`src/rtl/elevator_scheduler.sv`:
```
// elevator_scheduler: request latch, direction-holding floor selection and engine/door
// sequencing for a three-floor cab. Optional macro DOOR_REOPEN_EN restarts the door timer.
module elevator_scheduler #(
    parameter int unsigned TRAVEL_CYCLES = 8,
    parameter int unsigned DOOR_CYCLES   = 4
) (
    input  logic       FRQ,
    input  logic       RST,
    input  logic [2:0] interior_panel,
    input  logic [2:0] exterior_panel,
    output logic [1:0] engine,
    output logic [2:0] doors,
    output logic [1:0] current_floor,
    output logic [2:0] pending
);
    localparam int unsigned MAX_CYCLES = (TRAVEL_CYCLES > DOOR_CYCLES) ? TRAVEL_CYCLES
                                                                       : DOOR_CYCLES;
    localparam int unsigned TW = $clog2(MAX_CYCLES) + 1;
    localparam logic [TW-1:0] TRAVEL_LAST = TW'(TRAVEL_CYCLES - 1);
    localparam logic [TW-1:0] DOOR_LAST   = TW'(DOOR_CYCLES - 1);

    localparam logic [1:0] IDLE = 2'd0;
    localparam logic [1:0] UP   = 2'd1;
    localparam logic [1:0] DOWN = 2'd2;
    localparam logic [1:0] OPEN = 2'd3;

    logic [1:0]    state_q, state_d;
    logic [TW-1:0] timer_q, timer_d;
    logic [1:0]    floor_q, floor_d;
    logic [2:0]    pending_q, pending_d;
    logic          dir_up_q, dir_up_d;

    logic [2:0] buttons, req;
    logic [1:0] next_floor;
    logic       here_idle, above_idle, below_idle;
    logic       hit_next, above_next, below_next;
    logic       restart;

    // Idle decisions use registered requests only; arrival decisions also see this cycle's
    // presses so a press latched on the arrival edge still stops the cab.
    always_comb begin
        buttons    = interior_panel | exterior_panel;
        req        = pending_q | buttons;
        next_floor = (state_q == DOWN) ? floor_q - 2'd1 : floor_q + 2'd1;
        here_idle  = 1'b0;
        above_idle = 1'b0;
        below_idle = 1'b0;
        hit_next   = 1'b0;
        above_next = 1'b0;
        below_next = 1'b0;
        for (int i = 0; i < 3; i++) begin
            if (pending_q[i]) begin
                if (2'(i) == floor_q) here_idle = 1'b1;
                if (2'(i) > floor_q)  above_idle = 1'b1;
                if (2'(i) < floor_q)  below_idle = 1'b1;
            end
            if (req[i]) begin
                if (2'(i) == next_floor) hit_next = 1'b1;
                if (2'(i) > next_floor)  above_next = 1'b1;
                if (2'(i) < next_floor)  below_next = 1'b1;
            end
        end
    end

`ifdef DOOR_REOPEN_EN
    logic here_press;

    always_comb begin
        here_press = 1'b0;
        for (int i = 0; i < 3; i++) begin
            if (buttons[i] && (2'(i) == floor_q)) here_press = 1'b1;
        end
    end
`endif

    always_comb begin
        state_d  = state_q;
        floor_d  = floor_q;
        dir_up_d = dir_up_q;
        restart  = 1'b0;
        case (state_q)
            IDLE: begin
                if (here_idle) begin
                    state_d = OPEN;
                end else if (above_idle && (dir_up_q || !below_idle)) begin
                    state_d  = UP;
                    dir_up_d = 1'b1;
                end else if (below_idle) begin
                    state_d  = DOWN;
                    dir_up_d = 1'b0;
                end
            end
            UP, DOWN: begin
                if (timer_q == TRAVEL_LAST) begin
                    floor_d = next_floor;
                    if (hit_next) begin
                        state_d = OPEN;
                    end else if ((state_q == UP) ? above_next : below_next) begin
                        restart = 1'b1;
                    end else begin
                        state_d = IDLE;
                    end
                end
            end
            OPEN: begin
`ifdef DOOR_REOPEN_EN
                if (here_press) begin
                    restart = 1'b1;
                end else if (timer_q == DOOR_LAST) begin
                    state_d = IDLE;
                end
`else
                if (timer_q == DOOR_LAST) state_d = IDLE;
`endif
            end
            default: state_d = IDLE;
        endcase

        if (state_d != state_q || restart) begin
            timer_d = '0;
        end else if (state_q == IDLE) begin
            timer_d = '0;
        end else begin
            timer_d = timer_q + TW'(1);
        end

        // Requests for the floor whose doors are open (or opening this edge) are absorbed.
        for (int i = 0; i < 3; i++) begin
            pending_d[i] = req[i];
            if (state_q == OPEN && 2'(i) == floor_q) pending_d[i] = 1'b0;
            if (state_d == OPEN && 2'(i) == floor_d) pending_d[i] = 1'b0;
        end
    end

    always_ff @(posedge FRQ) begin
        if (RST) begin
            state_q   <= IDLE;
            timer_q   <= '0;
            floor_q   <= 2'd0;
            pending_q <= 3'b000;
            dir_up_q  <= 1'b1;
        end else begin
            state_q   <= state_d;
            timer_q   <= timer_d;
            floor_q   <= floor_d;
            pending_q <= pending_d;
            dir_up_q  <= dir_up_d;
        end
    end

    always_comb begin
        engine = (state_q == UP) ? 2'b01 : (state_q == DOWN) ? 2'b10 : 2'b00;
        for (int i = 0; i < 3; i++) begin
            doors[i] = (state_q == OPEN) && (2'(i) == floor_q);
        end
        current_floor = floor_q;
        pending       = pending_q;
    end

endmodule

```
`config.mk`:
```
export PLATFORM = sky130hd
export DESIGN_NAME = elevator_scheduler
export DESIGN_NICKNAME = d
export VERILOG_FILES = /design/src/rtl/elevator_scheduler.sv
export SDC_FILE = /design/constraint.sdc
export NUM_CORES = 1
export LEC_CHECK = 0
export CORE_ASPECT_RATIO = 1.5
export CORE_UTILIZATION = 49
export CTS_CLUSTER_DIAMETER = 150
export DETAILED_ROUTE_END_ITERATION = 6
export PLACE_DENSITY = 0.74
export SLEW_MARGIN = 20
export SYNTH_ARGS = -nofsm -noshare
export SYNTH_HDL_FRONTEND = slang
export SYNTH_SLANG_ARGS = --single-unit
```
`constraint.sdc`:
```
create_clock -name FRQ -period 7.3 [get_ports FRQ]
set_clock_uncertainty 0.05 [all_clocks]
set_input_delay 1.46 -clock FRQ [delete_from_list [all_inputs] [get_ports FRQ]]
set_output_delay 1.46 -clock FRQ [all_outputs]
set_load 0.005 [all_outputs]
```
==> flow_summary.ini <==
[finish]
n_antenna_cell = 0
area_delta_synth_final_pct = 21.3
fin_cells = 156
drive_above_1_share = 0.0815
nNetsFinal = 155

[global_routing]
top_usage_layer = met2
grtUsageMet3 = 0.0233
antenna_found_initial = 0
met1_usage = 0.268
grt_max_degree = 12
grt_overflow = 0
grt_pass1_wl_mm = 3.86
grt_pass1_vias = 913
grt.total_usage = 0.240
grt.met2_usage = 0.445

[clocking]
cts_buffer_depth = 2
post_cts_buffers = 0
cts-htree-levels = 1
postCtsHoldBufs = 0
cts_tree = built
cts_sinks = 12
cts_resized = 0
clockRootBuffer = clkbuf_4
cts_buffers = 3
clk_latency_ns = 0.28
clk_pin_slew_ns = 0.08

[logic_synthesis]
synth-edff-count = 0
ys.flop_type = dfxtp_1
async_reset_ff_frac = 0
avgSynthCellArea_um2 = 8.48
postSynthCellCount = 117
synth.distinct_cells = 44
syn-num-nets = 135
seq_area_frac_synth = 0.242
syn-cell-area_um2 = 992
ys_seq_elements = 12
yosysWarnings = 0

[setup_path]
critPathMaxFanout = 11
critPathKind = flip-flop to output pin
cp.depth = 4
critPathCaptureType = output pin
crit_path_end = doors[2]
reg2reg_to = pending[2]
start_kind = flip-flop
path_cells = inv_1, ha_1, and2_1, clkdlybuf4s50_1
r2r_slack_ns = 4.36
critPathMaxStageDelay_ns = 0.57
r2r_cells = 8
timing.critical_path.from = current_floor[0]
rr_startpoint = current_floor[0]
arrival_ns = 1.92
cp_slowest_cell = dfxtp_1
cp.required_ns = 5.79
crit_family = buffers and inverters
critPathBufInv = 2

[floorplan]
initial_utilization = 0.528
die_area_mm2 = 0.00221
die_h_um = 57.1
core_area_mm2 = 0.00188
top_level_ports = 18
num_rows = 19
die_w_um = 38.7

[run_status]
status = finished, final reports clean

[sta]
slew_viol_final = 0
finalSetupViolCount = 0
fmax_ghz = 0.291
tightest_slew_ns = 0.581
fin_setup_tns_ns = 0
finalHoldViolCount = 0
max-slew-margin-rel = 0.607
min_period_over_period = 0.470
post-route-min-period_ns = 3.43
rsz0062_at_grt = no

[power]
power.density_mw_per_mm2 = 274
ir_drop_uv = 190
p_int_uw = 180
switching_power_uw = 149
p_comb_frac = 0.576
swShare = 0.453
pwr-share-seq = 0.296
p_leak_uw = 0.000439
clkPwrFrac = 0.129

[place]
dpl.hpwl_mm = 1.91
dp_cells = 153
place.gp.congestion = 0.839
port_buffers = 17

[route]
wirelength_mm = 2.37
route.vias.total = 971
antenna_left = 0
drcViolationCount = 0
via_per_inst = 6.22
firstDrtPassIters = 4
drtIter0Drc = 19
wl_per_cell_um = 15.2

[flow_run]
maxCapViolCount = 0

[min_path]
hold_path_class = flip-flop to flip-flop
[logic make-up after synthesis]
logic type	count (synthesis)	share of synthesized area
flip-flops	12	0.242
XOR/XNOR	4	0.0429
adder cells (fa/ha/maj)	10	0.126
AND/OR/NAND/NOR	50	0.295
buffers and inverters	7	0.0265
AO/OA/AOI/OAI	34	0.267
[Yosys cell counts (3+ instances only)]
cell | number | share of area
a21oi_1 | 4 | 0.020
a31oi_1 | 4 | 0.025
and2_1 | 4 | 0.025
and3_1 | 4 | 0.025
dfxtp_1 | 12 | 0.24
ha_1 | 10 | 0.13
inv_1 | 5 | 0.019
nand2_1 | 8 | 0.030
nand3_1 | 3 | 0.015
nand3b_1 | 3 | 0.023
nor2_1 | 7 | 0.026
nor3_1 | 7 | 0.035
nor4_1 | 3 | 0.019
o21a_1 | 3 | 0.023
o21ai_1 | 3 | 0.015
[sequential cells by signal, indices dropped and copies added (netlist names)]
signal,cells
state_q,2
pending,3
dir_up_q,1
current_floor,2
timer_q,4
[layout make-up]
| cell class | instances | area [um^2] |
|---|---|---|
| clock buffer | 3 | 22.5 |
| sequential | 12 | 240 |
| timing repair buffer | 17 | 170 |
| fill | 173 | 674 |
| multi-input combinational | 98 | 726 |
| inverter | 5 | 18.8 |
| tap | 21 | 26.3 |
[metrics by stage]
step	power [uW]	utilization	setup slack, ns	hold slack (ns)	area (um^2)
floorplan	230	-	4.21	0.381	992
global placement	286	0.629	3.69	0.391	1180
detailed placement	288	0.629	3.60	0.406	1180
CTS	331	0.641	3.89	0.417	1200
global route	353	0.641	3.70	0.447	1200
finish	330	0.641	3.87	0.415	1200
[routing by layer]
metal | routed length, um | vias to the layer above
li1 | - | 480
met1 | 972 | 460
met2 | 1270 | 27
met3 | 96 | 4
met4 | 27 | 0
met5 | 0 | -
[power by group through the flow]
stage / Sequential [uW] / Combinational, uW / Clock, uW
after floorplan: 93.9 / 136 / 0
after global placement: 98.7 / 187 / 0
after detailed placement: 99.3 / 189 / 0
after CTS: 97.7 / 190 / 42.9
after global routing: 99.8 / 209 / 44.2
final: 97.5 / 190 / 42.5
[cell usage in the layout (no fill, tap or decap), types with 3 or more instances in the layout]
cell	n
nor4_1	3
nand2_1	8
inv_1	5
dfxtp_1	12
nand3b_1	3
a31oi_1	4
a21oi_1	4
o21ai_1	3
o21a_1	3
ha_1	10
and2_1	4
nor2_1	7
nor3_1	7
nand3_1	3
clkdlybuf4s50_1	17
and3_1	4
clkbuf_4	3
[how the worst min path moves through the flow]
| stage | endpoint | cells after the start | start |
|---|---|---|---|
| finish | timer_q[0] | 1 | timer_q[0] |
| global route | timer_q[0] | 1 | timer_q[0] |
| CTS | timer_q[0] | 1 | timer_q[0] |
| detailed placement | timer_q[0] | 1 | timer_q[0] |
| global placement | timer_q[0] | 1 | timer_q[0] |
| floorplan | timer_q[0] | 1 | timer_q[0] |
Note: power is estimated with default switching activity, not from simulation.
